### src/rtl/fejkon_pcie_pkg.sv
// Shared types and helpers for the fejkon PCIe completion path:
// TLP fmt/type constants, completion status enum, the memory-access
// response word layout and the single-beat completion encoder.
package fejkon_pcie_pkg;

   localparam logic [1:0] TLP_FMT_3DW_NODATA = 2'b00;
   localparam logic [1:0] TLP_FMT_3DW_DATA   = 2'b10;
   localparam logic [4:0] TLP_TYPE_CPL       = 5'b01010;

   typedef enum logic [2:0] {
      CPL_SC = 3'b000,
      CPL_UR = 3'b001,
      CPL_CA = 3'b100
   } cpl_status_t;

   // Response word as produced by the MMIO access engine (128 bits).
   typedef struct packed {
      logic [31:0] data;
      logic [15:0] requester_id;
      logic [7:0]  tag;
      logic [2:0]  status;
      logic [6:0]  lower_addr;
      logic [11:0] byte_count;
      logic [49:0] rsvd;
   } mem_access_resp_t;

   // Anything that is not a recognised status is reported as Completer Abort.
   function automatic cpl_status_t norm_status(input logic [2:0] s);
      case (s)
         3'b000:  return CPL_SC;
         3'b001:  return CPL_UR;
         default: return CPL_CA;
      endcase
   endfunction

   // Build the 8-dword beat; only SC carries a payload dword (CplD).
   function automatic logic [255:0] encode_cpl(input mem_access_resp_t r,
                                               input logic [15:0] cid);
      cpl_status_t st;
      logic        is_d;
      logic [31:0] dw0, dw1, dw2, dw3;
      st          = norm_status(r.status);
      is_d        = (st == CPL_SC);
      dw0         = '0;
      dw0[30:29]  = is_d ? TLP_FMT_3DW_DATA : TLP_FMT_3DW_NODATA;
      dw0[28:24]  = TLP_TYPE_CPL;
      dw0[9:0]    = is_d ? 10'd1 : 10'd0;
      dw1         = {cid, st, 1'b0, r.byte_count};
      dw2         = {r.requester_id, r.tag, 1'b0, r.lower_addr};
      dw3         = is_d ? r.data : 32'h0;
      return {128'h0, dw3, dw2, dw1, dw0};
   endfunction

endpackage

### src/rtl/fejkon_sync_fifo.sv
// Single-clock FIFO with head-of-queue read (show-ahead).
// Push while full is honoured only together with a pop. o_free_next
// tells the producer whether a slot will be free after this edge.
module fejkon_sync_fifo #(
   parameter int DEPTH = 4,
   parameter int WIDTH = 128
) (
   input  logic             clk,
   input  logic             rst,
   input  logic             i_push,
   input  logic [WIDTH-1:0] i_din,
   input  logic             i_pop,
   output logic [WIDTH-1:0] o_dout,
   output logic             o_full,
   output logic             o_empty,
   output logic             o_free_next
);

   localparam int AW = (DEPTH > 1) ? $clog2(DEPTH) : 1;
   localparam logic [AW:0] CNT_FULL = (AW+1)'(DEPTH);

   logic [WIDTH-1:0] r_mem [DEPTH];
   logic [AW-1:0]    r_wr, r_rd;
   logic [AW:0]      r_cnt, w_cnt_nxt;
   logic             w_wr_en, w_rd_en;

   assign o_empty     = (r_cnt == '0);
   assign o_full      = (r_cnt == CNT_FULL);
   assign w_rd_en     = i_pop & ~o_empty;
   assign w_wr_en     = i_push & (~o_full | w_rd_en);
   assign o_dout      = r_mem[r_rd];
   assign o_free_next = (w_cnt_nxt != CNT_FULL);

   // Occupancy after this edge.
   always_comb begin
      w_cnt_nxt = r_cnt;
      if (w_wr_en && !w_rd_en)      w_cnt_nxt = r_cnt + (AW+1)'(1);
      else if (!w_wr_en && w_rd_en) w_cnt_nxt = r_cnt - (AW+1)'(1);
   end

   // Pointers wrap naturally since DEPTH is a power of two.
   always_ff @(posedge clk or posedge rst) begin
      if (rst) begin
         r_wr  <= '0;
         r_rd  <= '0;
         r_cnt <= '0;
      end else begin
         if (w_wr_en) r_wr <= r_wr + AW'(1);
         if (w_rd_en) r_rd <= r_rd + AW'(1);
         r_cnt <= w_cnt_nxt;
      end
   end

   // Storage carries no reset; validity is tracked by the counter.
   always_ff @(posedge clk) begin
      if (w_wr_en) r_mem[r_wr] <= i_din;
   end

endmodule

### src/rtl/fejkon_pcie_cpl_tx.sv
// Completion encoder: buffers memory-access responses and emits one
// single-beat Cpl/CplD TLP per permitted cycle on the hard-IP TX port,
// honouring the hard IP's ready latency.
// Optional: define FEJKON_PCIE_CPL_TX_STATS_EN for stat_* counters.
module fejkon_pcie_cpl_tx #(
   parameter int FIFO_DEPTH    = 4,
   parameter int READY_LATENCY = 3
) (
   input  logic         clk,
   input  logic         reset,
   input  logic [15:0]  cpl_completer_id,
   input  logic [127:0] mem_access_resp_data,
   input  logic         mem_access_resp_valid,
   output logic         mem_access_resp_ready,
   output logic [255:0] tx_st_data,
   output logic         tx_st_startofpacket,
   output logic         tx_st_endofpacket,
   output logic [1:0]   tx_st_empty,
   output logic         tx_st_error,
   output logic         tx_st_valid,
   input  logic         tx_st_ready
`ifdef FEJKON_PCIE_CPL_TX_STATS_EN
   ,
   output logic [31:0]  stat_cpld_cnt,
   output logic [31:0]  stat_cpl_cnt,
   output logic [31:0]  stat_stall_cnt
`endif
);

   import fejkon_pcie_pkg::*;

   logic             w_push, w_pop, w_full, w_empty, w_free_next, w_rdy_dly;
   logic [127:0]     w_head;
   mem_access_resp_t w_head_s;
   logic [255:0]     w_tlp;
   logic             r_resp_ready, r_valid;
   logic [255:0]     r_data;

   assign w_push   = mem_access_resp_valid & r_resp_ready & ~w_full;
   assign w_pop    = w_rdy_dly & ~w_empty;
   assign w_head_s = mem_access_resp_t'(w_head);
   assign w_tlp    = encode_cpl(w_head_s, cpl_completer_id);

   fejkon_sync_fifo #(
      .DEPTH (FIFO_DEPTH),
      .WIDTH (128)
   ) u_fifo (
      .clk         (clk),
      .rst         (reset),
      .i_push      (w_push),
      .i_din       (mem_access_resp_data),
      .i_pop       (w_pop),
      .o_dout      (w_head),
      .o_full      (w_full),
      .o_empty     (w_empty),
      .o_free_next (w_free_next)
   );

   // Permission line: tx_st_ready delayed READY_LATENCY-1 registers, so a
   // beat registered at the edge ending cycle t+RL-1 is seen in cycle t+RL.
   generate
      if (READY_LATENCY == 1) begin : g_rdy_direct
         assign w_rdy_dly = tx_st_ready;
      end else begin : g_rdy_pipe
         logic [READY_LATENCY-2:0] r_rdy_pipe;
         // Shift tx_st_ready through the delay line.
         always_ff @(posedge clk or posedge reset) begin
            if (reset) begin
               r_rdy_pipe <= '0;
            end else begin
               r_rdy_pipe[0] <= tx_st_ready;
               for (int i = 1; i < READY_LATENCY-1; i++)
                  r_rdy_pipe[i] <= r_rdy_pipe[i-1];
            end
         end
         assign w_rdy_dly = r_rdy_pipe[READY_LATENCY-2];
      end
   endgenerate

   // Registered input ready and output beat; idle beats drive zero data.
   always_ff @(posedge clk or posedge reset) begin
      if (reset) begin
         r_resp_ready <= 1'b0;
         r_valid      <= 1'b0;
         r_data       <= '0;
      end else begin
         r_resp_ready <= w_free_next;
         r_valid      <= w_pop;
         r_data       <= w_pop ? w_tlp : '0;
      end
   end

   assign mem_access_resp_ready = r_resp_ready;
   assign tx_st_valid           = r_valid;
   assign tx_st_data            = r_data;
   assign tx_st_startofpacket   = r_valid;
   assign tx_st_endofpacket     = r_valid;
   assign tx_st_empty           = r_valid ? 2'd2 : 2'd0;
   assign tx_st_error           = 1'b0;

`ifdef FEJKON_PCIE_CPL_TX_STATS_EN
   logic        w_is_sc;
   logic [31:0] r_cpld_cnt, r_cpl_cnt, r_stall_cnt;

   assign w_is_sc = (norm_status(w_head_s.status) == CPL_SC);

   // Saturating event counters: emitted CplD, emitted Cpl, stalled cycles.
   always_ff @(posedge clk or posedge reset) begin
      if (reset) begin
         r_cpld_cnt  <= '0;
         r_cpl_cnt   <= '0;
         r_stall_cnt <= '0;
      end else begin
         if (w_pop && w_is_sc && r_cpld_cnt != '1)
            r_cpld_cnt <= r_cpld_cnt + 32'd1;
         if (w_pop && !w_is_sc && r_cpl_cnt != '1)
            r_cpl_cnt <= r_cpl_cnt + 32'd1;
         if (!w_empty && !w_rdy_dly && r_stall_cnt != '1)
            r_stall_cnt <= r_stall_cnt + 32'd1;
      end
   end

   assign stat_cpld_cnt  = r_cpld_cnt;
   assign stat_cpl_cnt   = r_cpl_cnt;
   assign stat_stall_cnt = r_stall_cnt;
`endif

endmodule

### config.mk
export PLATFORM = sky130hd
export DESIGN_NAME = fejkon_pcie_cpl_tx
export DESIGN_NICKNAME = d
export VERILOG_FILES = /design/src/rtl/fejkon_pcie_pkg.sv /design/src/rtl/fejkon_sync_fifo.sv /design/src/rtl/fejkon_pcie_cpl_tx.sv
export SDC_FILE = /design/constraint.sdc
export NUM_CORES = 1
export LEC_CHECK = 0
export ABC_AREA = 1
export BUFFER_PORTS_ARGS = -buffer_cell sky130_fd_sc_hd__buf_2
export CAP_MARGIN = 20
export CORE_ASPECT_RATIO = 0.8
export CORE_UTILIZATION = 42
export CTS_CLUSTER_SIZE = 12
export DETAILED_ROUTE_END_ITERATION = 8
export GPL_ROUTABILITY_DRIVEN = 0
export PLACE_DENSITY = 0.64
export SLEW_MARGIN = 20
export SYNTH_ARGS = -nofsm -noshare
export SYNTH_HDL_FRONTEND = slang
export SYNTH_SLANG_ARGS = --single-unit
### constraint.sdc
create_clock -name clk -period 9.4 [get_ports clk]
set_input_delay 2.82 -clock clk [delete_from_list [all_inputs] [get_ports clk]]
set_output_delay 2.82 -clock clk [all_outputs]
set_load 0.02 [all_outputs]
==> metrics.md <==
| Metric | Value |
|---|---|
| Port Buffers | 199 |
| Synthesis-stage register bit count | about 420 |
| Vias in the first global route | 9087 |
| Cell area after synthesis | 16500 sq um |
| First-pass GRT wire length | about 53000 um |
| Setup bufs post-CTS | 0 |
| Post-synthesis compound-gate area fraction | 7.27% |
| Fin. Hold Viols | 0 |
| Adder-Cell Fraction of Synth Area | 0.532% |
| Core Area | 38400 sq um |
| RSZ-0062 raised after global routing | no |
| Total CTS buffers | 43 |
| Fin. max-slew vios | 0 |
| Area delta synth->final | 13.1% |
| Pwr dens | 314 nW/um^2 |
| Sequential cell area | between 10000 and 15000 sq um |
| Synth Area in XOR/XNOR | 0.106% |
| Synth Area in Simple Gates | between 8 and 9% |
| Nets | 1642 |
| Final worst-path cycle share | 49.1% |
| CP Launch Type | input pin |
| Worst path required time | 9580 ps |
| Die W | 223 um |
| Post-Syn Area per Cell | 12.7 sq um |
| Post-Synthesis Cells | 1294 |
| Grt total ovfl | 0 |
| Worst path arrival time | 4790 ps |
| Crit path cell chain | buf_2, nand3_1, nor2_4, buf_4, buf_4 |
| Multi-input logic area | 3300 sq um |
| CTS H-tree depth | 2 |
| Full die area | roughly 40000 sq um |
| Max Freq | 0.217 GHz |
| Standard-cell rows | 64 |
| Die span in y | 179 um |
| First drt pass iteration count | 4 |
| Dpl cell area | 17300 sq um |
| CTS tree | built |
| Initial core utilization | 42.8% |
| Synth cell types | 24 |
| Synth warn | 0 |
| Largest family of logic cells by synthesized area | buffers and inverters |
| Register area share after synthesis | 72.9% |
| Max-slew headroom | 36.7% |
| Clock sink count | 417 |
| Reg clk slew, reported paths | 60 ps |
| Drc violations | 0 |
| Final ANT Viol Nets | 0 |
| Slowest Stage Delay on Critical Path | 660 ps |
| Wire per inst | ~17 um |
| Largest net degree at the start of global routing | 84 |
| Gate power share | between 20 and 30% |
| Share of layout cells above drive strength 1 | 20.6% |
| Internal power | 3.81 mW |
| Final wirelength | 34800 um |
| Sw Pwr | just over 2 mW |
| Crit path time final | 4620 ps |
| Slowest-stage cell, CP | buf_4 |
| Kind of end point of the critical path | flop |
| Fin area | 18600 sq um |
| Mux cell area share after synthesis | 0% |
| Clk pwr share | 27.0% |
| Via count | 9409 |
| Tot GR Track Use | 17.5% |
| Hpwl dp | 19900 um |
| Most frequent CP cell | buf_4 |
| Fin Clk Skew | roughly 23 ps |
| Sw Share | between 30% and 40% |
| Crit path kind | input pin to flop |
| Total Neg Setup Slack | 0 ps |
| Class of the worst hold path | flop to flop |
| Clk_lat worst skew | around 550 ps |
| Io pins | 411 |
| Detailed Route Iter0 Violations | 528 |
| Setup-failing EPs final | 0 |
| Fillcell total | 3366 |
| Outcome | completed |
| Sequential Power Share | between 40% and 50% |
| Clock tree buffer depth | 3 |
| Worst Max-Slew Pin Slew | approximately 950 ps |
| Vias/cell | 4.66 |
| Leakage power figure | 7.69 nW |
| Initial antenna violation count | 11 |
| Hold_buf cts | 0 |
| Design Power | 5.85 mW |
| Root Driver | clkbuf_16 |
| Peak supply drop | ~0.00021 V |
| CP max FO | 43 |
| Post_cts resized | 0 |
| Max_cap viols | 0 |
logic make-up after synthesis:
logic type,after synthesis
simple gates,340
flops,417
xor+xnor,2
other cells,1
compound gates,229
buf+inv,298
fa+ha+maj,7
per-stage QoR:
stage	instances	utilization [%]	hold slack (ps)	worst slack (ps)
floorplan	1454	-	331	2550
global placement	1937	45.0	335	4210
detailed placement	1937	45.0	336	4200
CTS	2016	48.4	349	4780
global route	2017	48.5	365	4680
finish	2020	48.5	346	4780
area by class of cell:
type                    count  share of cell area [%]
repair buffers            215                    5.99
diodes                      4                  0.0537
multi-input cells         739                    17.7
inverters                  71                    1.46
well taps                 495                    3.32
flip-flops and latches    417                    64.4
clock inverters             6                   0.262
clock buffers              73                    6.76
layer usage:
layer  part of all wire (%)  vias to the layer above  global-route usage (%)
li1                       -                     4460                       -
met1                     42                     4590                    22.8
met2                     50                      297                    29.4
met3                    6.1                       54                    4.38
met4                    1.5                        8                    4.57
met5                   0.16                        -                       0
cells in the final DEF, fill, tap and decap left out, types with 3 or more instances in the layout:
| cell type | count |
|---|---|
| edfxtp_1 | 312 |
| nor2_1 | 269 |
| buf_2 | 199 |
| conb_1 | 161 |
| o21ai_0 | 137 |
| dfrtp_1 | 103 |
| inv_1 | 61 |
| clkbuf_16 | 44 |
| a21oi_1 | 43 |
| o22ai_1 | 32 |
| nor2_2 | 30 |
| nand2_1 | 28 |
| clkbuf_1 | 24 |
| buf_4 | 16 |
| o21ai_1 | 15 |
| nand3_1 | 7 |
| ha_1 | 7 |
| clkinv_1 | 6 |
| clkbuf_8 | 5 |
| diode_2 | 4 |
| nor2_4 | 4 |
| clkinv_2 | 3 |
power by group through the flow:
stage	sequential [mW]	combinational, mW	clock (mW)
6_report	2.62	1.66	1.58
5_1_grt	2.66	1.86	1.70
4_1_cts	2.62	1.69	1.63
3_5_place_dp	2.65	1.69	0
3_3_place_gp	2.64	1.67	0
2_1_floorplan	2.77	1.10	0
flip-flops by register name, indices dropped and copies added, names as in the netlist:
register / flops
g_rdy_pipe.r_rdy_pipe: 2
mem_access_resp_ready: 1
tx_st_data: 95
u_fifo.r_cnt: 3
u_fifo.r_mem: 312
u_fifo.r_rd: 2
u_fifo.r_wr: 2
synthesized netlist by cell type:
cell / number / area share [%]
buf_1: 2 / 0.046
o21ai_0: 137 / 4.2
inv_1: 62 / 1.4
ha_1: 7 / 0.53
nor2_2: 30 / 1.1
nand2_2: 1 / 0.038
a21oi_1: 43 / 1.3
o22ai_1: 32 / 1.2
nor2_1: 273 / 6.2
conb_1: 1 / 0.023
clkbuf_1: 40 / 0.91
nand3_1: 7 / 0.21
nand2_1: 29 / 0.66
dfrtp_1: 105 / 16
xor2_1: 2 / 0.11
clkinv_1: 6 / 0.14
buf_2: 12 / 0.36
a21oi_2: 1 / 0.053
edfxtp_1: 312 / 57
o21ai_1: 15 / 0.46
o211ai_2: 1 / 0.076
inv_2: 3 / 0.068
buf_6: 5 / 0.34
buf_4: 168 / 7.7
critical path: cells and delay by family:
family                 cells  cell delay (ps)
buffers and inverters      3             1290
AND/OR/NAND/NOR            2              610
final timing paths:
kind,start,cells past startpoint,slack [ps],to
worst max-delay path,mem_access_resp_valid,5,4780,u_fifo.r_mem[1][88]$_DFFE_PP_
worst min-delay path,g_rdy_pipe.r_rdy_pipe[0]$_DFF_PP0_,0,350,g_rdy_pipe.r_rdy_pipe[1]$_DFF_PP0_
worst max register to register,u_fifo.r_cnt[0]$_DFF_PP0_,7,6350,u_fifo.r_mem[1][88]$_DFFE_PP_
worst min register to register,g_rdy_pipe.r_rdy_pipe[0]$_DFF_PP0_,0,350,g_rdy_pipe.r_rdy_pipe[1]$_DFF_PP0_
max in group asynchronous,reset,3,5680,u_fifo.r_rd[1]$_DFFE_PP0P_
min in group asynchronous,reset,2,2410,tx_st_data[32]$_DFF_PP0_
Note: power is estimated with default switching activity, not from simulation.
